## config.mk

```make
export PLATFORM = sky130hd
export DESIGN_NAME = snes_pad_reader
export DESIGN_NICKNAME = d
export VERILOG_FILES = /design/src/rtl/snes_pad_reader.sv
export SDC_FILE = /design/constraint.sdc
export NUM_CORES = 1
export LEC_CHECK = 0
export ABC_AREA = 0
export ABC_CLOCK_PERIOD_IN_PS = 2600
export CAP_MARGIN = 10
export CORE_AREA = 5 5 79 81
export DETAILED_ROUTE_END_ITERATION = 12
export DIE_AREA = 0 0 84 86
export GPL_TIMING_DRIVEN = 0
export PLACE_DENSITY = 0.77
export SKIP_LAST_GASP = 1
export SYNTH_ARGS = -nofsm -noshare
export SYNTH_HDL_FRONTEND = slang
export SYNTH_SLANG_ARGS = --single-unit
```

## constraint.sdc

```tcl
create_clock -name clk -period 2.6 [get_ports clk]
set_clock_uncertainty 0.05 [all_clocks]
set_input_delay 0.26 -clock clk [delete_from_list [all_inputs] [get_ports clk]]
set_output_delay 0.26 -clock clk [all_outputs]
set_load 0.03 [all_outputs]
```

## src/rtl/snes_pad_reader.sv

```systemverilog
// SNES controller reader: polls the pad at a fixed rate, shifts in 16 serial
// bits and presents them as a raw 12-bit button vector and an 8-bit core joystick.
module snes_pad_reader #(
  parameter int CLK_DIV     = 25,
  parameter int POLL_PERIOD = 69905
) (
  input  logic        clk,
  input  logic        reset,
  output logic        joy_strobe,
  output logic        joy_clock,
  input  logic        joy_data,
  output logic [7:0]  joystick,
  output logic [11:0] buttons,
  output logic        valid
);

  localparam int PW = $clog2(POLL_PERIOD);
  localparam logic [PW-1:0] POLL_LAST  = PW'(POLL_PERIOD - 1);
  localparam logic [8:0]    HALF_LAST  = 9'(CLK_DIV - 1);
  localparam logic [8:0]    LATCH_LAST = 9'(2 * CLK_DIV - 1);

  typedef enum logic [2:0] {
    S_IDLE,
    S_LATCH,
    S_HIGH,
    S_LOW,
    S_DONE
  } state_t;

  state_t          r_state;
  logic            r_sync1;
  logic            r_sync2;
  logic [PW-1:0]   r_poll;
  logic [3:0]      r_idx;
  logic [8:0]      r_phase;
  logic [11:0]     r_shift;

  logic            w_poll_wrap;
  logic            w_phase_half;
  logic            w_phase_latch;
  logic [7:0]      w_joy;

  assign w_poll_wrap   = (r_poll == POLL_LAST);
  assign w_phase_half  = (r_phase == HALF_LAST);
  assign w_phase_latch = (r_phase == LATCH_LAST);

  // r_shift holds pressed=1 in pad order; bits 12..15 of the stream are never stored.
  assign w_joy = {r_shift[3],
                  r_shift[2],
                  r_shift[0] | r_shift[1],
                  r_shift[8] | r_shift[9],
                  r_shift[5],
                  r_shift[4],
                  r_shift[6],
                  r_shift[7]};

  always_ff @(posedge clk) begin
    if (reset) begin
      r_sync1 <= 1'b1;
      r_sync2 <= 1'b1;
    end else begin
      r_sync1 <= joy_data;
      r_sync2 <= r_sync1;
    end
  end

  always_ff @(posedge clk) begin
    if (reset) begin
      r_poll <= '0;
    end else if (w_poll_wrap) begin
      r_poll <= '0;
    end else begin
      r_poll <= r_poll + 1'b1;
    end
  end

  always_ff @(posedge clk) begin
    if (reset) begin
      r_state    <= S_IDLE;
      r_idx      <= '0;
      r_phase    <= '0;
      r_shift    <= '0;
      joy_strobe <= 1'b0;
      joy_clock  <= 1'b1;
      joystick   <= '0;
      buttons    <= '0;
      valid      <= 1'b0;
    end else begin
      valid <= 1'b0;
      unique case (r_state)
        S_IDLE: begin
          joy_strobe <= 1'b0;
          joy_clock  <= 1'b1;
          r_phase    <= '0;
          if (w_poll_wrap) begin
            joy_strobe <= 1'b1;
            r_state    <= S_LATCH;
          end
        end
        S_LATCH: begin
          if (w_phase_latch) begin
            r_phase    <= '0;
            r_idx      <= '0;
            joy_strobe <= 1'b0;
            r_state    <= S_HIGH;
          end else begin
            r_phase <= r_phase + 1'b1;
          end
        end
        S_HIGH: begin
          if (w_phase_half) begin
            if (r_idx < 4'd12) begin
              r_shift[r_idx] <= ~r_sync2;
            end
            r_phase   <= '0;
            joy_clock <= 1'b0;
            r_state   <= S_LOW;
          end else begin
            r_phase <= r_phase + 1'b1;
          end
        end
        S_LOW: begin
          if (w_phase_half) begin
            r_phase   <= '0;
            joy_clock <= 1'b1;
            if (r_idx == 4'd15) begin
              // Outputs load on entry to DONE so they appear together with valid.
              buttons  <= r_shift;
              joystick <= w_joy;
              valid    <= 1'b1;
              r_state  <= S_DONE;
            end else begin
              r_idx   <= r_idx + 1'b1;
              r_state <= S_HIGH;
            end
          end else begin
            r_phase <= r_phase + 1'b1;
          end
        end
        S_DONE: begin
          r_state <= S_IDLE;
        end
        default: begin
          r_state <= S_IDLE;
        end
      endcase
    end
  end

endmodule
```

==> results.rst <==
.. list-table::
   :header-rows: 1

   * - Metric
     - Value
   * - # setup viols final
     - 0
   * - Num rows
     - 27
   * - Cell area after placement
     - 0.00331 mm^2
   * - Number of placed I/O pins
     - 26
   * - Clk pin slew, worst setup/hold paths
     - ~0.070 ns
   * - Post-layout instance area
     - ~0.0035 mm^2
   * - Most frequently used flop master after synthesis
     - dfxtp_1
   * - Clock sink count
     - 64
   * - Core area
     - roughly 0.0054 mm^2
   * - Starting density of the core
     - a little under three fifths
   * - Critical path, cell by cell
     - inv_1 -> ha_1 -> and4b_1 -> buf_2 -> a31oi_1 -> o21ai_1 -> or4b_1 -> a21bo_1
   * - Number of buffers between clock root and the deepest sink
     - 2
   * - Setup repair after global routing missed its margin
     - no
   * - Min setup slack post-route
     - 0.357 ns
   * - Data required time of the critical path
     - 2.83 ns
   * - Register bit count reported by yosys
     - 64
   * - Maximum number of pins on one net before global-route repair
     - 11
   * - Post-synthesis cell area
     - roughly 0.0030 mm^2
   * - Largest cells by area after synthesis
     - dfxtp_1, nand2_1, a21oi_1, nor2_1, ha_1
   * - Gates resized, CTS repair
     - 0
   * - Number of unique standard cell types used by synthesis
     - between 50 and 60
   * - Status
     - finished clean
   * - Mean routed wirelength per cell
     - 13.1 um
   * - Critical path peak fanout
     - 7
   * - H-tree Lvls
     - 3
   * - Final total negative setup slack
     - 0 ns
   * - Final Wtd Congestion
     - roughly 0.86
   * - Fraction of registers with async set/reset
     - 0%
   * - Final slew viol count
     - 0
   * - Kind of cell with the highest combined delay on the critical path
     - simple AND/OR/NAND/NOR gates
   * - Crit-path slowest cell
     - or4b_1
   * - Maximum vdd ir drop
     - 0.330 mV
   * - Residual overflow from global routing
     - 0
   * - Crit path time final
     - 2.24 ns
   * - Mean instance size in the synthesized netlist
     - roughly 8.8 um^2
   * - Worst slew pin tran
     - approximately 0.64 ns
   * - PD cells
     - 503 mW/mm^2
   * - Gate count of the mapped netlist
     - around 340
   * - Tightest Hold Check Type
     - reg2reg
   * - Post-CTS setup buffers
     - 0
   * - Routed via count
     - 2438
   * - DRC
     - 0
   * - Hold Fails Final Rpt
     - 0
   * - Data arrival time at the worst-slack endpoint
     - roughly 2.5 ns
   * - Final HPWL DP
     - ~4.2 mm
   * - Leakage power of the design
     - 1.25 nW
   * - Delay contributed by the slowest stage of the critical path
     - between 0.5 and 0.6 ns
   * - Vias in the first global route
     - 2349
   * - CTS buffer count
     - 9
   * - Full die area
     - a little over 0.007 mm^2
   * - Antenna diodes
     - 0
   * - Drt initial violations
     - 80
   * - Total iterations of the first detailed-routing run
     - 4
   * - Kind of launch point of the worst setup path
     - flip-flop
   * - DIE HEIGHT
     - 86 um
   * - Root buffer selected by CTS
     - clkbuf_8
   * - Initial antenna violation count
     - 0
   * - Count of flip-flops with a built-in enable after synthesis
     - 0
   * - Insertion delay of the later-clocked pin in the worst-skew pair
     - between 0.3 and 0.4 ns
   * - Vias per cell
     - between 5 and 6
   * - Mapped Nets
     - 351
   * - Clock tree from TritonCTS
     - built
   * - Worst slack at placement
     - ~0.40 ns
   * - Count of filler cells inserted in the layout
     - 484
   * - Ratio of cells with drive above 1 in the final layout
     - 10.9%
   * - Library cell occupying the most area in the post-synthesis netlist
     - dfxtp_1
   * - Share of the yosys chip area belonging to registers
     - 43.0%
   * - Buf/Inv on CP
     - 2
   * - Hold-fix buffers, CTS
     - 0
   * - First-pass GRT wire length
     - 10.3 mm
   * - Number of nets with antenna violations after detailed routing
     - 0
   * - Relative area change from synthesis to final layout
     - 16.5%
   * - Commonest cells after routing, fill and taps aside
     - dfxtp_1, nand2_1, nor2_1
   * - Port Buffers
     - 24
   * - Worst relative slew slack
     - 57.1%
   * - Setup Crit Path Kind
     - reg2reg
   * - Overall fraction of global-route tracks in use
     - roughly 17%
   * - Total wire length
     - ~5.9 mm
   * - Reported max-cap violation count
     - 0
   * - Kind of capture point of the worst setup path
     - flip-flop
   * - Maximum achievable frequency
     - between 0.4 and 0.5 GHz
   * - Commonest non-fill, non-tap cell in the layout
     - dfxtp_1
   * - Post-layout net count
     - around 390
   * - Area share of the largest cell type after synthesis
     - a little over two fifths
   * - Share of the clock period used by the worst path after layout
     - approximately 86%
   * - Die extent in x
     - about 84 um
   * - Count of synthesis-stage warnings from yosys
     - 0
## power by group
part | switching [mW] | internal, mW | total (mW)
Sequential | 0.00398 | 0.986 | 0.990
Combinational | 0.0257 | 0.0128 | 0.0385
Clock | 0.361 | 0.356 | 0.717
## cells in the mapped netlist, drive strengths merged, types with 2 or more instances
cell type  number
a22o            3
nor2b           4
nor3b           3
a21oi          27
nand4b          5
nand3b          3
clkbuf         14
nor4b           4
or3             2
buf            10
o21ai          10
ha              9
a21bo           2
nand2b          2
xor2            7
and3            8
nor2           33
or2             3
and2            3
xnor2          12
nand3          11
dfxtp          64
inv             9
nor3           11
nor4            3
a311oi         12
or4             2
a31oi           3
nand2          41
nand4           7
## area by class of cell
cell class	count	area [um^2]	area share, %
Multi-Input combinational cell	242	1550	44.6
Sequential cell	64	1280	36.9
Timing Repair Buffer	24	240	6.93
Clock buffer	10	138	3.97
Buffer	24	118	3.39
Tap cell	72	90.1	2.60
Inverter	9	33.8	0.974
Clock inverter	4	22.5	0.649
## kinds of logic after synthesis
group,count (synthesis),synth area share [%]
xor+xnor,19,5.59
mux,2,0.714
fa+ha+maj,9,3.78
flops,64,43.0
compound gates,63,13.6
buf+inv,33,5.08
simple gates,149,28.2
## worst reg2reg max path, cell delays in order, from the launching register on
cell and delay [ns]:
dfxtp_1 0.37, inv_1 0.10, ha_1 0.21, and4b_1 0.16, buf_2 0.17, a31oi_1 0.21
o21ai_1 0.17, or4b_1 0.54, a21bo_1 0.19
## worst paths after layout
kind | start | to | slack (ns) | cells after the start
max | r_phase[0]$_SDFFE_PP0P_ | r_phase[2]$_SDFFE_PP0P_ | 0.36 | 8
min | r_sync1$_SDFF_PP1_ | r_sync2$_SDFF_PP1_ | 0.36 | 1
max reg2reg | r_phase[0]$_SDFFE_PP0P_ | r_phase[2]$_SDFFE_PP0P_ | 0.36 | 8
min reg2reg | r_sync1$_SDFF_PP1_ | r_sync2$_SDFF_PP1_ | 0.36 | 1
## sequential cells by signal, summed over array words and instances (netlist names)
signal      flops
r_poll         17
r_shift        12
r_phase         9
buttons         7
joystick        7
r_idx           4
r_state         3
joy_clock       1
joy_strobe      1
r_sync1         1
r_sync2         1
valid           1
## metal layers
layer / part of all wire [%] / vias up / global-route usage (%)
met5: 0 / - / 0
met4: 2.2 / 0 / 10.7
met3: 4.0 / 12 / 3.27
met2: 48 / 61 / 28.6
met1: 46 / 1104 / 21.3
li1: - / 1261 / -
## per-stage QoR
| stage | power (mW) | utilization [%] | instances | hold WS [ns] |
|---|---|---|---|---|
| 3_5_place_dp | 1.05 | 61.2 | 435 | 0.349 |
| 2_1_floorplan | 1.04 | - | 339 | 0.314 |
| 3_3_place_gp | 1.05 | 61.2 | 435 | 0.344 |
| 6_report | 1.74 | 64.2 | 449 | 0.361 |
| 4_1_cts | 1.76 | 64.2 | 449 | 0.364 |
| 5_1_grt | 1.81 | 64.2 | 449 | 0.388 |
Note: power is estimated with default switching activity, not from simulation.
